==> src/rtl/insn_fetch_bus.sv <==
// insn_fetch_bus: instruction fetch unit that reads instruction words over a
// shared request/grant bus, with an optional zero-wait scratchpad path.
// Build option: define IFB_SPM_EN to enable the scratchpad (SPM) fetch path;
// without it every fetch goes over the bus and SpmRdData is ignored.
module insn_fetch_bus #(
    parameter int WORD_ADDR_W = 30,
    parameter int WORD_DATA_W = 32
) (
    input  logic                   clk,
    input  logic                   reset_,
    input  logic [WORD_ADDR_W-1:0] Addr,
    input  logic                   Req,
    input  logic                   Stall,
    input  logic                   Flush,
    output logic [WORD_DATA_W-1:0] Insn,
    output logic                   Busy,
    output logic                   BusReq_,
    input  logic                   BusGrnt_,
    output logic                   BusAs_,
    output logic [WORD_ADDR_W-1:0] BusAddr,
    output logic                   BusRw,
    input  logic [WORD_DATA_W-1:0] BusRdData,
    input  logic                   BusRdy_,
    output logic                   SpmAs_,
    input  logic [WORD_DATA_W-1:0] SpmRdData
);

    localparam logic [WORD_DATA_W-1:0] ISA_NOP = '0;
    localparam logic                   READ    = 1'b1;

    typedef enum logic [1:0] {
        IDLE   = 2'd0,
        REQ    = 2'd1,
        ACCESS = 2'd2,
        STALL  = 2'd3
    } state_t;

    state_t                   state_reg, state_next;
    logic                     bus_req_n_reg, bus_req_n_next;
    logic                     bus_as_n_reg, bus_as_n_next;
    logic [WORD_ADDR_W-1:0]   bus_addr_reg, bus_addr_next;
    logic [WORD_DATA_W-1:0]   rd_buf_reg, rd_buf_next;
    // Remembers a flush seen after the bus was granted, so the word that
    // eventually arrives is discarded even if Flush has since dropped.
    logic                     flush_pend_reg, flush_pend_next;

    logic                     spm_hit;
    logic [WORD_DATA_W-1:0]   spm_data;
    logic                     flushing;
    logic                     bus_start;

`ifdef IFB_SPM_EN
    // Upper address bits 3'b001 select the scratchpad window.
    assign spm_hit  = (Addr[WORD_ADDR_W-1 -: 3] == 3'b001);
    assign spm_data = SpmRdData;
`else
    logic unused_spm_rd_data;
    assign spm_hit            = 1'b0;
    assign spm_data           = ISA_NOP;
    assign unused_spm_rd_data = ^SpmRdData;
`endif

    assign flushing  = Flush | flush_pend_reg;
    assign bus_start = Req & ~Flush & ~spm_hit;

    // State register; reset aborts any transaction straight back to IDLE.
    always_ff @(posedge clk or negedge reset_) begin
        if (!reset_) begin
            state_reg <= IDLE;
        end else begin
            state_reg <= state_next;
        end
    end

    // Next-state logic; once granted, a transaction always runs to BusRdy_.
    always_comb begin
        state_next = state_reg;
        case (state_reg)
            IDLE: begin
                if (bus_start) begin
                    state_next = REQ;
                end
            end
            REQ: begin
                if (!BusGrnt_) begin
                    state_next = ACCESS;
                end else if (Flush) begin
                    state_next = IDLE;
                end
            end
            ACCESS: begin
                if (!BusRdy_) begin
                    state_next = (Stall && !flushing) ? STALL : IDLE;
                end
            end
            STALL: begin
                if (Flush || !Stall) begin
                    state_next = IDLE;
                end
            end
            default: state_next = IDLE;
        endcase
    end

    // Combinational outputs: fetched word mux, busy flag and SPM strobe.
    always_comb begin
        Insn   = ISA_NOP;
        Busy   = 1'b0;
        SpmAs_ = 1'b1;
        if (reset_) begin
            case (state_reg)
                IDLE: begin
                    if (Req && !Flush) begin
                        if (spm_hit) begin
                            SpmAs_ = 1'b0;
                            Insn   = spm_data;
                        end else begin
                            Busy = 1'b1;
                        end
                    end
                end
                REQ: begin
                    Busy = 1'b1;
                end
                ACCESS: begin
                    if (BusRdy_) begin
                        Busy = 1'b1;
                    end else if (!flushing) begin
                        Insn = BusRdData;
                    end
                end
                STALL: begin
                    if (!Flush) begin
                        Insn = rd_buf_reg;
                    end
                end
                default: ;
            endcase
        end
    end

    // Next values for the registered bus signals, read buffer and flush flag.
    always_comb begin
        bus_req_n_next  = bus_req_n_reg;
        bus_as_n_next   = 1'b1;
        bus_addr_next   = bus_addr_reg;
        rd_buf_next     = rd_buf_reg;
        flush_pend_next = flush_pend_reg;
        case (state_reg)
            IDLE: begin
                flush_pend_next = 1'b0;
                if (bus_start) begin
                    bus_req_n_next = 1'b0;
                    bus_addr_next  = Addr;
                end
            end
            REQ: begin
                if (!BusGrnt_) begin
                    bus_as_n_next   = 1'b0;
                    flush_pend_next = Flush;
                end else if (Flush) begin
                    bus_req_n_next = 1'b1;
                end
            end
            ACCESS: begin
                if (!BusRdy_) begin
                    rd_buf_next     = BusRdData;
                    bus_req_n_next  = 1'b1;
                    flush_pend_next = 1'b0;
                end else if (Flush) begin
                    flush_pend_next = 1'b1;
                end
            end
            STALL: ;
            default: ;
        endcase
    end

    // Registered bus-side state; reset releases the bus immediately.
    always_ff @(posedge clk or negedge reset_) begin
        if (!reset_) begin
            bus_req_n_reg  <= 1'b1;
            bus_as_n_reg   <= 1'b1;
            bus_addr_reg   <= '0;
            rd_buf_reg     <= ISA_NOP;
            flush_pend_reg <= 1'b0;
        end else begin
            bus_req_n_reg  <= bus_req_n_next;
            bus_as_n_reg   <= bus_as_n_next;
            bus_addr_reg   <= bus_addr_next;
            rd_buf_reg     <= rd_buf_next;
            flush_pend_reg <= flush_pend_next;
        end
    end

    assign BusReq_ = bus_req_n_reg;
    assign BusAs_  = bus_as_n_reg;
    assign BusAddr = bus_addr_reg;
    assign BusRw   = READ;

endmodule

==> config.mk <==
export PLATFORM = sky130hd
export DESIGN_NAME = insn_fetch_bus
export DESIGN_NICKNAME = d
export VERILOG_FILES = /design/src/rtl/insn_fetch_bus.sv
export SDC_FILE = /design/constraint.sdc
export NUM_CORES = 1
export LEC_CHECK = 0
export CAP_MARGIN = 20
export CORE_ASPECT_RATIO = 1.4
export CORE_UTILIZATION = 39
export CTS_BUF_LIST = sky130_fd_sc_hd__clkbuf_8 sky130_fd_sc_hd__clkbuf_16
export DETAILED_ROUTE_END_ITERATION = 12
export GPL_TIMING_DRIVEN = 0
export PLACE_DENSITY_LB_ADDON = 0.15
export RECOVER_POWER = 50
export REMOVE_ABC_BUFFERS = 1
export SLEW_MARGIN = 15
export SYNTH_ARGS = -nofsm -noshare
export SYNTH_HDL_FRONTEND = slang
export SYNTH_SLANG_ARGS = --single-unit
==> constraint.sdc <==
create_clock -name clk -period 1.92 [get_ports clk]
set_input_delay 0.384 -clock clk [delete_from_list [all_inputs] [get_ports clk]]
set_output_delay 0.384 -clock clk [all_outputs]
set_load 0.05 [all_outputs]
-- Yosys cells after proc, flatten, opt, wreduce, memory -nomap -nowiden
Index checks and enable logic that the tools add are counted.
Widths: inputs -> output; s select.
- register bits: 67
- latch bits: 0
- memories kept: 0
- bits in writable memories: 0
- word-level logic and storage cells: 60
- bits in read-only memories: 0
- bits of input ports: 101
- add/subtract/negate cells: 0
- equality and inequality tests: 11
- multiplexer cells: 26
- bitwise gates (word level): 4
- reduce and logical (&&, ||, !) cells: 13
- shift-type cells: 0
- $lt $le $gt $ge: 0
- divide/modulo/power cells: 0
- multiply operators: 0
- operator list (cell ; number):
    $mux 32 ; 4
    $pmux 32 s2 ; 1
    $mux 2 ; 6
    $ne 2x2->1 const B ; 6
    $mux 1 ; 11
    $pmux 1 s3 ; 3
    $pmux 2 s4 ; 1
    $ne 3x3->1 const B ; 2
    $reduce_and 5->1 ; 1
    $eq 2x2->1 const B ; 2
    $reduce_and 2->1 ; 2
    $reduce_and 4->1 ; 1
    $logic_not 1->1 ; 3
    $reduce_and 3->1 ; 1
    $reduce_bool 3->1 ; 1
    $eq 2x1->1 const B ; 1
    $logic_and 1x1->1 ; 2
    $logic_not 2->1 ; 1
    $not 1->1 ; 2
    $and 1x1->1 ; 1
    $logic_or 1x1->1 ; 1
    $or 1x1->1 ; 1

-- Depth between registers and ports, before layout
Gate-level depths: netlist of the first run.
- depth after elaboration: 6
- mapped depth: 6
- depth with buffers taken out: 5

-- Worst setup path before layout of the first run
OpenSTA, ideal clock, no wires.
- kind: register to output
- start: register state_reg[0]
- end: output Insn[10]
- cell stages (with the launch flop): 7
- arrival: 1.975 ns
- slack: -0.439 ns
- path through: dfrtp_1 > inv_1 > ha_1 > nor4b_4 > buf_6 > a22oi_1 > nor2_1
- word-level cells in the longest chain between the ends: 3
- elaborated cells on any way between the ends: 4
- RTL lines (what ; RTL line ; text):
    from (decl) ; 38 ; state_t state_reg, state_next;
    from (signal assigned) ; 71 ; state_reg <= state_next;
    $eq 2x2->1 ; 111 ; case (state_reg)
    $pmux 32 s2 (*) ; 111 ;
    $mux 32 (*) ; 110 ; if (reset_) begin
    to (decl) ; 15 ; output logic [WORD_DATA_W-1:0] Insn,
Mark *: on every way between the ends. The rest lies on a longest branch, timed or not.

-- Worst setup path in the final report of the first run
- start: register state_reg[0]
- end: output Insn[2]
Same word-level chain as after synthesis.

==> flow_summary.yaml, run 1 <==
placement:
  hpwlAfterDp_um: 5080
  detailedPlace.worstSlack_ps: -1470
  io_buffers: 133
  place_congestion: 0.859
status:
  failed_checks: "negative setup slack"
  run_status: "complete, but fails checks"
power:
  p_leak_nw: 2.42
  p_per_area_mw_per_mm2: 1420
  irDropWorstVdd_mv: 1.14
cells_and_area:
  layout.area.seq_mm2: 0.00168
  syn_to_final_growth_pct: 72.6
  fillers: 569
  largest_reg_flops: 32
  diodes: 0
  drive_above_1_share: 0.482
  multi_input_area_mm2: 0.00164
  nets: 515
critical_path:
  reg2reg_slack_ps: 140
  cp_top_family: "buffers and inverters"
  worstPathMaxFanout: 7
  critPathCaptureType: "output pin"
  r2r-end: "state_reg[1]$_DFFE_PN0P_"
  critPathLaunch: "state_reg[0]$_DFFE_PN0P_"
  crit_chain: "inv_2 > ha_4 > nor4b_4 > buf_6 > buf_8 > a22oi_2 > nor2_1 > buf_6"
  critPathKind: "flop to output pin"
  cp.depth: 8
  slowest_delay_ps: 420
  crit_top_cell: "buf_6"
  endpoint: "Insn[2]"
  r2r_cells: 7
  cp.arrival_ps: 1950
  r2r-start: "state_reg[0]$_DFFE_PN0P_"
  cp.required_ps: 1540
  critPathBufInv: 4
  start_kind: "flop"
  critPathSlowestCell: "dfrtp_1"
logic_synthesis:
  synth_area_per_cell_um2: 12.8
  syn_area_mm2: 0.00317
  async_flop_share: 1.00
  yosysWarnings: 0
  syn_inst: 248
  ys_top_cells_by_count: "dfrtp_1, mux2_2, a22oi_1"
  post-synth-top-count-cell: "dfrtp_1"
  yosysSeqAreaShare: 0.530
  ys_ff_latch: 67
  ys_dominant_reg_cell: "dfrtp_1"
  yosysUniqueCellTypes: 30
  synth_edf_count: 0
  synth_top_cell_by_area: "dfrtp_1"
  synth_top_area_share: 0.514
  synth.area.top_cells: "dfrtp_1, mux2_2, a22oi_1"
detailed_routing:
  firstDrtPassIters: 4
  wirelength_um: 8450
  final_antenna_net_count: 0
  viasPerCell: 5.10
  routed-via-count: 2617
  drc: 0
  post_drt_wl_per_cell_um: 16.5
  drtIter0Drc: 96
clock_tree:
  cts.sinks: 67
  clock_path_buffers: 2
  cts_root_buf: "clkbuf_8"
  cts_buffers: 9
  cts_tree: "built"
  insertion_delay_ps: 350
  clk_pin_slew_ps: 70
  ctsHtreeMaxLevel: 3
sta:
  drv_slew: 0
  fmax_mhz: 428
  setup_violations: 33
  rsz0062_at_grt: "true"
  finalHoldWorstSlack_ps: 34.5
  fin_ws_ps: -418
  fin_crit_ps: 2340
  hold_viol: 0
  finClkSkew_ps: 6.48
  tightest_slew_ps: 1150
  fin_crit_sh: 1.22
  slew_headroom: 0.234
die:
  io_pins: 168
  core_area_mm2: 0.00780
  floorplan.rows: 38
  fp.dieH_um: 109
  start_util: 0.406
  die_w_um: 78.1
  die_area_mm2: 0.00849
grt:
  grt_pass1_wl_um: 13100
  grt_max_degree: 47
  grt-ovfl-total: 0
  antenna_found_initial: 0
  grt_pass1_vias: 2717
  track_usage: 0.203
job:
  max-cap-violations: 0
min_path:
  hp-class: "primary input to asynchronous set/reset pin"
## logic make-up after synthesis
family | share of synthesized area
DFF | 0.530
buffers and inverters | 0.0490
adders and majority gates | 0.0237
other | 0.00118
AOI/OAI and AO/OA | 0.0992
muxes | 0.231
and+or+nand+nor | 0.0656
## final cells by class
type | count | share of cell area
clock inverters | 4 | 0.00870
multi-input cells | 161 | 0.300
inverters | 4 | 0.00275
repair buffers | 165 | 0.328
well taps | 100 | 0.0229
flip-flops and latches | 67 | 0.307
clock buffers | 12 | 0.0302
## cells in the final DEF (no fill, tap or decap), types with 2 or more instances in the layout
master,count
buf_6,40
clkdlybuf4s50_1,67
a21oi_4,2
dfstp_2,2
inv_2,3
dlygate4sd2_1,6
clkinv_2,2
nor2_1,28
ha_4,4
nor2b_4,4
clkbuf_8,12
buf_16,3
conb_1,2
a22oi_1,4
mux2_2,62
mux2_1,2
buf_12,2
nor2_2,4
dfrtp_1,64
a21oi_1,2
dlymetal6s2s_1,26
buf_8,2
buf_4,17
a22oi_2,29
## worst min path at each step
stage | to | slack, ps | depth (start not counted)
floorplan | BusAddr[0]$_DFFE_PN0N_ | 90 | 0
global placement | rd_buf_reg[20]$_DFFE_PN0P_ | 470 | 1
detailed placement | rd_buf_reg[4]$_DFFE_PN0P_ | 320 | 1
CTS | BusAs_$_DFF_PN1_ | 40 | 1
global route | BusAs_$_DFF_PN1_ | 20 | 1
finish | BusAs_$_DFF_PN1_ | 30 | 1
## metrics by stage
stage	utilization	TNS (ps)	power, mW	instances	instance area (um^2)
2_1_floorplan	-	-61650	4.80	230	3030
3_3_place_gp	0.575	-365280	5.92	463	4490
3_5_place_dp	0.591	-57640	6.06	468	4610
4_1_cts	0.659	-11230	7.57	506	5140
5_1_grt	0.701	-15750	8.16	513	5470
6_report	0.701	-11730	7.76	513	5470
## power breakdown
part / total (mW) / internal [mW] / switching [mW]
clock: 1.24 / 0.701 / 0.542
sequential: 2.52 / 2.12 / 0.400
combinational: 3.99 / 1.76 / 2.23
## layer usage
layer / share of wire / vias up / track usage
met5: 0 / - / 0
met4: 0.019 / 0 / 0.101
met3: 0.077 / 13 / 0.0641
met2: 0.52 / 107 / 0.336
met1: 0.39 / 1291 / 0.237
li1: - / 1206 / -
## what timing repair did
action	in CTS	in global routing
gates cloned	4	1
pin swaps	14	30
resized for setup	252	78
hold buffers	1	0
setup buffers	18	7
setup endpoints to repair	67	59
hold endpoints to repair	19	0
No activity file was read; power rests on OpenSTA's default activity.
==> inputs of run 2 (changes only) <==
--- a/config.mk
+++ b/config.mk
@@ -10,7 +10,6 @@
 export CORE_UTILIZATION = 39
 export CTS_BUF_LIST = sky130_fd_sc_hd__clkbuf_8 sky130_fd_sc_hd__clkbuf_16
 export DETAILED_ROUTE_END_ITERATION = 12
-export GPL_TIMING_DRIVEN = 0
 export PLACE_DENSITY_LB_ADDON = 0.15
 export RECOVER_POWER = 50
 export REMOVE_ABC_BUFFERS = 1
==> run 2 against run 1 <==
The run still ends with negative setup slack left. Core utilization increased by 4.6 points. Combinational power rose by 4%. Fmax rose by 0.18%. Sequential power about the same. Total power fell by 0.56%. Global-route usage up 2.0 points.
==> flow_summary.yaml, run 2 (synthesis gave the netlist of run 1 again) <==
sta:
  rsz0062_at_grt: "true"
  slew_headroom: 0.353
  finClkSkew_ps: 4.58
  drv_slew: 0
  fmax_mhz: 428
  fin_ws_ps: -414
  fin_crit_ps: 2330
  setup_violations: 34
  fin_crit_sh: 1.22
  hold_viol: 0
  tightest_slew_ps: 971
grt:
  grt_pass1_wl_um: 14400
  grt_pass1_vias: 2867
  grt_max_degree: 39
  track_usage: 0.223
  grt-ovfl-total: 0
  antenna_found_initial: 0
die:
  die_w_um: 78.1
  fp.dieH_um: 109
  io_pins: 168
  start_util: 0.406
  floorplan.rows: 38
  core_area_mm2: 0.00780
  die_area_mm2: 0.00849
power:
  p_sw_mw: 3.25
  pwr-share-seq: 0.331
  p_per_area_mw_per_mm2: 1320
  p_int_mw: 4.47
  p_leak_nw: 2.45
  pwr-share-clk: 0.133
  irDropWorstVdd_mv: 1.24
  swShare: 0.421
  comb_power_share: 0.536
detailed_routing:
  routed-via-count: 2676
  drc: 0
  firstDrtPassIters: 4
  wirelength_um: 9340
  post_drt_wl_per_cell_um: 18.1
  drtIter0Drc: 73
  final_antenna_net_count: 0
  viasPerCell: 5.18
clock_tree:
  clk_pin_slew_ps: 60
  cts_tree: "built"
  cts.sinks: 67
  insertion_delay_ps: 350
  cts_buffers: 9
  ctsHtreeMaxLevel: 3
  cts_root_buf: "clkbuf_8"
  clock_path_buffers: 2
  hold_buffers: 0
job:
  max-cap-violations: 0
critical_path:
  cp.arrival_ps: 1950
  cp.required_ps: 1540
  critPathKind: "primary input to output pin"
  critPathCaptureType: "output pin"
  start_kind: "primary input"
  worstPathMaxFanout: 8
  reg2reg_slack_ps: -200
  r2r_cells: 13
cells_and_area:
  syn_to_final_growth_pct: 84.1
  drive_above_1_share: 0.564
  final_cell_mix: "clkdlybuf4s50_1, dfrtp_1, mux2_2"
  stdcell_count: 517
  nets: 519
  diodes: 0
  largest_reg_flops: 32
  fillers: 523
  final_common_cell: "clkdlybuf4s50_1"
status:
  run_status: "complete, but fails checks"
  failed_checks: "negative setup slack"
placement:
  place_congestion: 0.816
  hpwlAfterDp_um: 5520
  dpl.cell_count: 483
  io_buffers: 133
  detailedPlace.worstSlack_ps: -367
min_path:
  hp-class: "primary input to asynchronous set/reset pin"
-- run 2: layer usage --
metal | track usage | wire length (um)
met4 | 0.0847 | 158
met1 | 0.256 | 3570
met5 | 0 | 0
met3 | 0.0759 | 647
met2 | 0.381 | 4970
-- run 2: path summary, 6_finish.rpt --
| path | start | endpoint |
|---|---|---|
| setup / recovery | Flush | Insn[7] |
| hold / removal | reset_ | flush_pend_reg$_DFFE_PN0P_ |
| setup reg to reg | state_reg[1]$_DFFE_PN0P_ | BusReq_$_DFFE_PN1P_ |
| hold reg to reg | BusAddr[16]$_DFFE_PN0N_ | BusAddr[16]$_DFFE_PN0N_ |
| max in group asynchronous | reset_ | BusAddr[29]$_DFFE_PN0N_ |
| min in group clk | BusAddr[16]$_DFFE_PN0N_ | BusAddr[16]$_DFFE_PN0N_ |
-- run 2: critical path, stage by stage --
cell and delay [ps]:
clkdlybuf4s50_1 460, buf_4 200, nor2b_4 270, clkbuf_16 230, a22oi_2 80, nor2_2 160
buf_12 150
-- run 2: what timing repair did --
action / in CTS / in global routing
setup buffers: 11 / 3
endpoints found under the setup margin: 40 / 54
resized for setup: 93 / 31
gates cloned: 3 / 3
pin swaps: 35 / 36
-- run 2: area by class of cell --
type / count / area (um^2) / share of cell area
clock buffer: 11 / 151 / 0.0260
clock inverter: 5 / 21.3 / 0.00365
multi-input combinational: 159 / 1690 / 0.289
tap: 100 / 125 / 0.0215
sequential: 67 / 1680 / 0.288
timing repair buffer: 171 / 2140 / 0.368
inverter: 4 / 20.0 / 0.00344
-- run 2: power groups by stage --
stage	Clock, mW	Sequential [mW]	Combinational (mW)
3_5_place_dp	0	2.50	3.73
5_1_grt	1.11	2.63	4.36
3_3_place_gp	0	2.44	3.67
2_1_floorplan	0	3.65	1.16
4_1_cts	1.07	2.53	4.01
6_report	1.03	2.55	4.13
-- run 2: metrics by stage --
step                      instance area (um^2)  hold slack, ps  utilization  total power [mW]  TNS [ps]
after CTS                                 5690             127        0.730              7.61    -13220
after floorplan                           3030            88.4            -              4.80    -61650
after global placement                    5020             471        0.644              6.11    -11500
after detailed placement                  5020             480        0.644              6.22    -13020
final                                     5830             386        0.747              7.71    -12560
after global routing                      5830             437        0.747              8.10    -15510
